**config.mk**
```make
export PLATFORM = sky130hd
export DESIGN_NAME = int_iq_slot_allocator_flat
export DESIGN_NICKNAME = d
export VERILOG_FILES = /design/src/rtl/int_iq_slot_allocator_if.sv /design/src/rtl/int_iq_slot_allocator.sv /design/src/flat_wrapper.sv
export SDC_FILE = /design/constraint.sdc
export NUM_CORES = 1
export LEC_CHECK = 0
export BUFFER_PORTS_ARGS = -buffer_cell sky130_fd_sc_hd__clkbuf_2
export CORE_MARGIN = 2
export CORE_UTILIZATION = 45
export CTS_CLUSTER_DIAMETER = 40
export DETAILED_ROUTE_END_ITERATION = 10
export PLACE_DENSITY = 0.77
export SYNTH_ARGS = -nofsm -noshare
export SYNTH_HDL_FRONTEND = slang
export SYNTH_SLANG_ARGS = --single-unit
```
**constraint.sdc**
```tcl
create_clock -name clk -period 3.8 [get_ports clk]
set_input_delay 0.76 -clock clk [delete_from_list [all_inputs] [get_ports clk]]
set_output_delay 0.76 -clock clk [all_outputs]
set_load 0.02 [all_outputs]
```
**src/rtl/int_iq_slot_allocator_if.sv**
```systemverilog
// ----------------------------------------------------------------------------
// int_iq_slot_allocator_if
//   Handshake bundle between rename/dispatch + issue stage (master) and the
//   INT IQ slot allocator (slave).
//   master drives : dispatch_req0/1, free_slot_idx0/1, free_valid0/1
//   slave drives  : dispatch_ready, dispatch_slot_idx0/1,
//                   dispatch_instr0_valid, dispatch_instr1_valid
// ----------------------------------------------------------------------------
interface int_iq_slot_allocator_if #(
  parameter int IQ_WIDTH = 3
);
  logic                dispatch_req0;
  logic                dispatch_req1;
  logic                dispatch_ready;
  logic [IQ_WIDTH-1:0] dispatch_slot_idx0;
  logic [IQ_WIDTH-1:0] dispatch_slot_idx1;
  logic                dispatch_instr0_valid;
  logic                dispatch_instr1_valid;
  logic [IQ_WIDTH-1:0] free_slot_idx0;
  logic [IQ_WIDTH-1:0] free_slot_idx1;
  logic                free_valid0;
  logic                free_valid1;

  modport master (
    output dispatch_req0, dispatch_req1,
    output free_slot_idx0, free_slot_idx1, free_valid0, free_valid1,
    input  dispatch_ready, dispatch_slot_idx0, dispatch_slot_idx1,
    input  dispatch_instr0_valid, dispatch_instr1_valid
  );

  modport slave (
    input  dispatch_req0, dispatch_req1,
    input  free_slot_idx0, free_slot_idx1, free_valid0, free_valid1,
    output dispatch_ready, dispatch_slot_idx0, dispatch_slot_idx1,
    output dispatch_instr0_valid, dispatch_instr1_valid
  );
endinterface

```
**src/rtl/int_iq_slot_allocator.sv**
```systemverilog
// ----------------------------------------------------------------------------
// int_iq_slot_allocator
//   Owns the INT issue-queue entry-valid bitmap. Hands out up to two free slot
//   indices per cycle to dispatch, frees slots confirmed by the issue stage,
//   and clears every entry on a branch-miss flush.
//
//   Ports
//     clk                : core clock
//     rst                : synchronous reset, active-high
//     bus (slave)        : dispatch request/grant and issue-free handshake
//     branch_miss_flush  : squash all IQ entries
//     entry_valid        : per-slot occupied bitmap
//     free_count         : number of unoccupied slots
//     alloc_stall_cnt    : (only with INT_IQ_ALLOC_STALL_CNT_EN) saturating
//                          count of cycles a request was blocked by !ready
//
//   Optional feature macro: INT_IQ_ALLOC_STALL_CNT_EN
// ----------------------------------------------------------------------------
module int_iq_slot_allocator #(
  parameter int IQ_NUM   = 8,
  parameter int IQ_WIDTH = $clog2(IQ_NUM)
) (
  input  logic                  clk,
  input  logic                  rst,
  int_iq_slot_allocator_if.slave bus,
  input  logic                  branch_miss_flush,
  output logic                  entry_valid [IQ_NUM],
`ifdef INT_IQ_ALLOC_STALL_CNT_EN
  output logic [31:0]           alloc_stall_cnt,
`endif
  output logic [IQ_WIDTH:0]     free_count
);

  logic [IQ_NUM-1:0]   valid_q;
  logic [IQ_NUM-1:0]   alloc_mask;
  logic [IQ_NUM-1:0]   freed_mask;
  logic [IQ_WIDTH-1:0] pick0;
  logic [IQ_WIDTH-1:0] pick1;
  logic                have0;
  logic                have1;
  logic                ready;
  logic                grant0;
  logic                grant1;

  // Occupancy count and the two lowest free indices, scanned low to high.
  // NOTE: every always_comb output gets a default before any branch so no
  // path leaves it unassigned -- otherwise synthesis infers a latch.
  always_comb begin
    free_count = '0;
    pick0      = '0;
    pick1      = '0;
    have0      = 1'b0;
    have1      = 1'b0;
    for (int i = 0; i < IQ_NUM; i++) begin
      free_count = free_count + (IQ_WIDTH+1)'(!valid_q[i]);
      if (!valid_q[i]) begin
        if (!have0) begin
          pick0 = IQ_WIDTH'(i);
          have0 = 1'b1;
        end else if (!have1) begin
          pick1 = IQ_WIDTH'(i);
          have1 = 1'b1;
        end
      end
    end
  end

  // All-or-nothing: with fewer than two free slots neither lane is granted,
  // which keeps dispatch groups in order without a single-lane path.
  assign ready  = (free_count >= (IQ_WIDTH+1)'(2));
  assign grant0 = bus.dispatch_req0 & ready & ~branch_miss_flush;
  assign grant1 = bus.dispatch_req1 & ready & ~branch_miss_flush;

  assign bus.dispatch_ready        = ready;
  assign bus.dispatch_slot_idx0    = ready ? pick0 : '0;
  assign bus.dispatch_slot_idx1    = ready ? pick1 : '0;
  assign bus.dispatch_instr0_valid = grant0;
  assign bus.dispatch_instr1_valid = grant1;

  // Lane 1 always takes the second free slot, even without a lane-0 request,
  // so the index a lane sees never depends on the other lane's request.
  // Frees of already-empty slots or duplicate indices fold into one clear.
  always_comb begin
    alloc_mask = '0;
    freed_mask = '0;
    for (int i = 0; i < IQ_NUM; i++) begin
      alloc_mask[i] = (grant0 && pick0 == IQ_WIDTH'(i)) ||
                      (grant1 && pick1 == IQ_WIDTH'(i));
      freed_mask[i] = (bus.free_valid0 && bus.free_slot_idx0 == IQ_WIDTH'(i)) ||
                      (bus.free_valid1 && bus.free_slot_idx1 == IQ_WIDTH'(i));
    end
  end

  // Picks only target empty slots, so alloc and free never hit the same bit;
  // a freed slot shows as free only from the next cycle on.
  // NOTE: sequential state uses non-blocking assignments so every flop
  // samples pre-edge values regardless of statement order.
  always_ff @(posedge clk) begin
    if (rst || branch_miss_flush) begin
      valid_q <= '0;
    end else begin
      valid_q <= (valid_q & ~freed_mask) | alloc_mask;
    end
  end

  always_comb begin
    for (int i = 0; i < IQ_NUM; i++) begin
      entry_valid[i] = valid_q[i];
    end
  end

`ifdef INT_IQ_ALLOC_STALL_CNT_EN
  logic stall;
  assign stall = (bus.dispatch_req0 | bus.dispatch_req1) & ~ready & ~branch_miss_flush;

  always_ff @(posedge clk) begin
    if (rst) begin
      alloc_stall_cnt <= '0;
    end else if (stall && alloc_stall_cnt != 32'hFFFF_FFFF) begin
      alloc_stall_cnt <= alloc_stall_cnt + 32'd1;
    end
  end
`endif

endmodule

```
**src/flat_wrapper.sv**
```systemverilog
// flat-port wrapper written by rule: the top's interface ports become plain ports
module int_iq_slot_allocator_flat 
#(
  parameter int IQ_NUM   = 8,
  parameter int IQ_WIDTH = $clog2(IQ_NUM)
)
  (clk, rst, branch_miss_flush, entry_valid, free_count, bus_dispatch_req0, bus_dispatch_req1, bus_free_slot_idx0, bus_free_slot_idx1, bus_free_valid0, bus_free_valid1, bus_dispatch_ready, bus_dispatch_slot_idx0, bus_dispatch_slot_idx1, bus_dispatch_instr0_valid, bus_dispatch_instr1_valid);
  int_iq_slot_allocator_if #(.IQ_WIDTH(IQ_WIDTH)) bus_i ();
  input  logic clk;
  input  logic rst;
  input  logic branch_miss_flush;
  output logic entry_valid[IQ_NUM];
  output logic [IQ_WIDTH:0] free_count;
  input wire logic [$bits(bus_i.dispatch_req0)-1:0] bus_dispatch_req0;
  input wire logic [$bits(bus_i.dispatch_req1)-1:0] bus_dispatch_req1;
  input wire logic [$bits(bus_i.free_slot_idx0)-1:0] bus_free_slot_idx0;
  input wire logic [$bits(bus_i.free_slot_idx1)-1:0] bus_free_slot_idx1;
  input wire logic [$bits(bus_i.free_valid0)-1:0] bus_free_valid0;
  input wire logic [$bits(bus_i.free_valid1)-1:0] bus_free_valid1;
  output wire logic [$bits(bus_i.dispatch_ready)-1:0] bus_dispatch_ready;
  output wire logic [$bits(bus_i.dispatch_slot_idx0)-1:0] bus_dispatch_slot_idx0;
  output wire logic [$bits(bus_i.dispatch_slot_idx1)-1:0] bus_dispatch_slot_idx1;
  output wire logic [$bits(bus_i.dispatch_instr0_valid)-1:0] bus_dispatch_instr0_valid;
  output wire logic [$bits(bus_i.dispatch_instr1_valid)-1:0] bus_dispatch_instr1_valid;
  assign bus_i.dispatch_req0 = bus_dispatch_req0;
  assign bus_i.dispatch_req1 = bus_dispatch_req1;
  assign bus_i.free_slot_idx0 = bus_free_slot_idx0;
  assign bus_i.free_slot_idx1 = bus_free_slot_idx1;
  assign bus_i.free_valid0 = bus_free_valid0;
  assign bus_i.free_valid1 = bus_free_valid1;
  assign bus_dispatch_ready = bus_i.dispatch_ready;
  assign bus_dispatch_slot_idx0 = bus_i.dispatch_slot_idx0;
  assign bus_dispatch_slot_idx1 = bus_i.dispatch_slot_idx1;
  assign bus_dispatch_instr0_valid = bus_i.dispatch_instr0_valid;
  assign bus_dispatch_instr1_valid = bus_i.dispatch_instr1_valid;
  int_iq_slot_allocator #(.IQ_NUM(IQ_NUM), .IQ_WIDTH(IQ_WIDTH)) u_core (.clk(clk), .rst(rst), .bus(bus_i), .branch_miss_flush(branch_miss_flush), .entry_valid(entry_valid), .free_count(free_count));
endmodule
```
==> Word-level counts from Yosys, hierarchy flattened <==
Index checks and enable logic that the tools add are counted.
{ "classes": {"add_sub_neg": 7, "magnitude_cmp": 1, "n_eq_ne": 28, "mux": 54, "n_bitwise": 8, "n_reduce_logical": 61} }
{ "ops": {"columns": ["op", "count"], "rows": [
  ["3-bit two-way mux", 34],
  ["3-bit equality test, second input constant", 16],
  ["1-bit logical AND", 32],
  ["4-bit by 1-bit adder with 4-bit output", 6],
  ["3-bit by 2-bit equality test with 1-bit output, second input constant", 8],
  ["1-bit two-way mux", 20],
  ["1-bit logical OR", 17],
  ["3-bit by 1-bit equality test with 1-bit output, second input constant", 4],
  ["3-bit zero test", 4],
  ["8-bit AND", 1],
  ["1-bit zero test", 8],
  ["8-bit inverter", 1],
  ["8-bit OR", 1],
  ["1-bit AND", 4],
  ["4-bit by 2-bit >= comparator with 1-bit output, second input constant", 1],
  ["1-bit by 1-bit adder with 2-bit output", 1],
  ["1-bit inverter", 1]
]} }
{ "totals": {"register_bits": 8, "inputBits": 13, "out_inout_bits": 21, "elab_cells": 160} }

==> Logic depth before layout (Yosys ltp) <==
{ "logic_depth": {"ltp_word": 24, "mapped_depth": 12, "mapped_depth_nobuf": 12} }

==> Worst setup path after synthesis <==
Ideal clock, no wire load.
{ "synth_path": {"kind": "flip-flop to output port", "start": "register u_core.valid_q[1]", "end": "output port bus_dispatch_instr0_valid", "arrival_time_ns": 3.501, "required_time_ns": 3.040, "slack_ns": -0.461, "stages_incl_launch_ff": 11, "n_path_buf": 0, "cell_sequence": "dfxtp_1 -> inv_1 -> ha_1 -> fa_1 -> fa_1 -> fa_1 -> fa_1 -> and2_1 -> a21oi_1 -> nor2_1 -> nor2_1"} }
{ "synth_via": {"elab_chain_len": 11} }
{ "synth_rtl": {"columns": ["element", "line", "text"], "rows": [
  ["start: declaration", "int_iq_slot_allocator.sv:34", "logic [IQ_NUM-1:0] valid_q;"],
  ["start signal: assignment", "int_iq_slot_allocator.sv:102", "valid_q <= (valid_q & ~freed_mask) | alloc_mask;"],
  ["1-bit zero test", "int_iq_slot_allocator.sv:55", "free_count = free_count + (IQ_WIDTH+1)'(!valid_q[i]);"],
  ["1-bit by 1-bit adder with 2-bit output", "int_iq_slot_allocator.sv:55", null],
  ["4-bit by 1-bit adder with 4-bit output (6 in a row)", "int_iq_slot_allocator.sv:55", null],
  ["4-bit by 2-bit >= comparator with 1-bit output", "int_iq_slot_allocator.sv:70", "assign ready = (free_count >= (IQ_WIDTH+1)'(2));"],
  ["1-bit AND (2 in a row)", "int_iq_slot_allocator.sv:71", "assign grant0 = bus.dispatch_req0 & ready & ~branch_miss_flush;"],
  ["end: declaration", "flat_wrapper.sv:23", "output wire logic [$bits(bus_i.dispatch_instr0_valid)-1:0] bus_dispatch_instr0_valid;"]
]} }
No other way between the ends.

==> Final worst setup path <==
Same ends and word-level chain as after synthesis.

==> summary.txt <==
Run status
  • Status: complete, but fails checks
  • Failing checks: negative setup slack

Place
  • RD Place Congestion: 1.000
  • IO Port Bufs: 33
  • Detailed placer's ending HPWL: 3406 um

Floorplanning
  • Chip width: 59.05 um
  • I/O pin count: 34
  • # rows: 19
  • DIE HEIGHT: 59.05 um
  • Core area: 2829 um2
  • Starting Density: 48.21%
  • Die area: 3487 um2

Power and ir drop
  • Clock share of power: 24.0%
  • Power Total: 0.3402 mW
  • Switching Fraction: 40.58%
  • Sw Pwr: 0.1380 mW
  • Sequential group share of total power: 24.9%
  • Pint: 0.2021 mW
  • Logic pwr share: 51.1%
  • Pwr/cell area: 174.7 nW/um2
  • Leakage power: 0.7167 nW
  • Maximum VDD drop: 0.0001450 V

GRT
  • Vias in the first global route: 1485
  • First-pass GRT wire length: 7383 um
  • Initial antenna violation count: 0
  • GRT Util Overall: 27.77%
  • Total grt overflow: 0
  • Largest net degree at the start of global routing: 18

Synthesis
  • Mean post-synth cell area: 7.453 um2
  • Sequential share of the synthesized area: 11.74%
  • Post-synth top flop: dfxtp_1
  • Synth top area share: 11.74%
  • Flops & latches, synth: 8
  • Yosys top cell by area: dfxtp_1
  • Syn nets: 207
  • Netlist cell types: 57
  • Yosys warning count: 0
  • Synth Cell Area: 1364 um2
  • Synth async-reset ratio: 0%
  • Top cells by area, synth: dfxtp_1 (12%), ha_1 (6.4%), a21oi_1 (6.2%), fa_1 (5.9%), nor2_1 (5.2%)
  • Synth Instances: 183
  • Post-synth EDFFs: 0

Critical path
  • Worst EP required: 3.04 ns
  • Critical path launch point type: flip-flop
  • CP max stage delay: 0.49 ns
  • Worst path slowest cell: fa_1
  • CP Max Fanout: 5
  • Top delay family on crit path: adder cells
  • Critical path buffer and inverter count: 2
  • Arr. time, crit path: 3.35 ns
  • Crit path cell chain: inv_2 > ha_4 > fa_1 > fa_1 > fa_2 > fa_2 > and2_4 > a21oi_4 > nor2_4 > nor2_4 > buf_8
  • Endpoint class of the critical path: output pin
  • Critical path class: flip-flop to output pin

Hold path
  • HP Class: flip-flop to flip-flop

Clock network
  • Hold Buf Count CTS: 0
  • TritonCTS Sinks: 8
  • Root Driver: clkbuf_4
  • CTS buffer count: 3
  • Clk buf depth: 2
  • Clk pin slew, worst setup/hold paths: 0.07 ns
  • Clock latency at the later pin of the worst-skew pair: 0.27 ns
  • CTS tree: yes
  • CTS HTree Levels: 1

STA
  • Final min period: 4.108 ns
  • Final Hold Viols: 0
  • Period utilization: 108.1%
  • Slew margin rel.: 48.64%
  • Worst slew pin tran: 0.7623 ns
  • # setup viols final: 12
  • Max Slew Vio Count: 0
  • Final WS setup: -0.3085 ns
  • Fmax: 0.2434 GHz
  • RSZ-0062 raised after global routing: true
  • Setup Skew: 0.007302 ns

Layout
  • Fraction of layout cells with a size suffix above 1: 40.60%
  • Commonest non-fill, non-tap cell in the layout: clkbuf_2
  • # nets final: 259
  • Finished Core Util: 68.82%
  • Commonest cells after routing, fill and taps aside: clkbuf_2 (22), buf_4 (20), a21oi_1 (15)
  • N_diodes: 0
  • Largest Register: u_core.valid_q
  • Max FFs per register: 8
  • Largest registers: u_core.valid_q: 8 flops
  • Area delta synth->final: 42.75%
  • Fillcell total: 229

Drt
  • Routed via count: 1700
  • Wire per inst: 17.89 um
  • Via density: 6.415
  • Detailed Route Iter0 Violations: 139
  • Antenna-violating nets left: 0
  • DRC viols: 0
  • Iteration count of the initial detailed-routing pass: 5
  • Final WL: 4741 um

Job
  • Max-cap check violation count: 0
cell usage after synthesis, types with 2 or more instances:
master,number
nand4_1,4
buf_6,2
or2_2,2
o22ai_1,4
nand2b_1,3
o211ai_1,2
nor2_1,19
dfxtp_1,8
ha_1,7
fa_1,4
buf_2,5
o21ai_1,3
nand2_1,8
a221oi_2,2
a21oi_1,17
a32o_1,2
nand3_1,9
and3_1,2
a31oi_1,5
and2b_1,2
nor2b_1,9
a22oi_1,3
inv_1,11
o32ai_1,2
nor3_1,2
a32oi_1,8
nand3b_1,2
nor3b_1,3
o21ai_0,5
cell families (layout without fill, tap and decap cells):
| family | count (synthesis) | count (layout) | share of synthesized area (%) |
|---|---|---|---|
| AND/OR/NAND/NOR | 75 | 76 | 31.65 |
| AO/OA/AOI/OAI | 64 | 64 | 33.95 |
| flip-flops | 8 | 8 | 11.74 |
| XOR/XNOR | 2 | 2 | 1.285 |
| adder cells (fa/ha/maj) | 12 | 12 | 13.03 |
| buffers and inverters | 21 | 71 | 7.614 |
| multiplexers | 1 | 1 | 0.7340 |
timing repair:
item / 4_1_cts / 5_1_grt
gates resized for setup: 25 / 14
pin swaps: 4 / 5
gates cloned: 1 / 0
setup buffers: 1 / 1
setup endpoints to repair: 11 / 16
tightest hold or removal path, delay by kind of cell, from the launching register on:
kind | cells | cell delay [ns]
AOI/OAI and AO/OA | 2 | 0.25
buffers and inverters | 1 | 0.14
DFF | 1 | 0.35
per-layer routing:
| metal | GRT usage (%) | wire length [um] | vias to the layer above |
|---|---|---|---|
| met3 | 1.747 | 377 | 18 |
| met4 | 15.58 | 195 | 0 |
| met1 | 37.18 | 1913 | 771 |
| li1 | - | - | 799 |
| met2 | 44.29 | 2254 | 112 |
| met5 | 0 | 0 | - |
through the flow:
| stage | TNS (ns) | cell area [um2] | hold WS [ns] | cells | worst slack (ns) |
|---|---|---|---|---|---|
| floorplan | 0 | 1474 | 0.6169 | 183 | 0.002837 |
| global placement | -0.1648 | 1763 | 0.7270 | 258 | -0.02901 |
| detailed placement | -0.3683 | 1763 | 0.7328 | 258 | -0.05361 |
| CTS | -2.540 | 1916 | 0.7493 | 264 | -0.2922 |
| global route | -3.972 | 1947 | 0.7802 | 265 | -0.4022 |
| finish | -2.643 | 1947 | 0.7783 | 265 | -0.3085 |
path summary, 6_finish.rpt:
check	startpoint	endpoint	slack [ns]	cells after the start
worst max-delay path	u_core.valid_q[1]	bus_dispatch_instr0_valid	-0.31	11
worst min-delay path	u_core.valid_q[1]	u_core.valid_q[1]	0.78	3
worst max register to register	u_core.valid_q[1]	u_core.valid_q[4]	-0.01	14
worst min register to register	u_core.valid_q[1]	u_core.valid_q[1]	0.78	3
cell type report:
| type | count | area, um2 | area share, % |
|---|---|---|---|
| flip-flops and latches | 8 | 172.7 | 8.869 |
| multi-input cells | 155 | 1215 | 62.40 |
| repair buffers | 55 | 442.9 | 22.75 |
| clock buffers | 4 | 26.28 | 1.350 |
| well taps | 31 | 38.79 | 1.992 |
| inverters | 12 | 51.30 | 2.635 |
power by group through the flow:
stage,logic [mW],clock network [mW],registers [mW]
after floorplan,0.0893,0,0.0891
after CTS,0.164,0.0799,0.0846
after global placement,0.141,0,0.0865
after global routing,0.184,0.0830,0.0850
final,0.174,0.0817,0.0848
after detailed placement,0.142,0,0.0866
(Power assumes the default switching activity.)
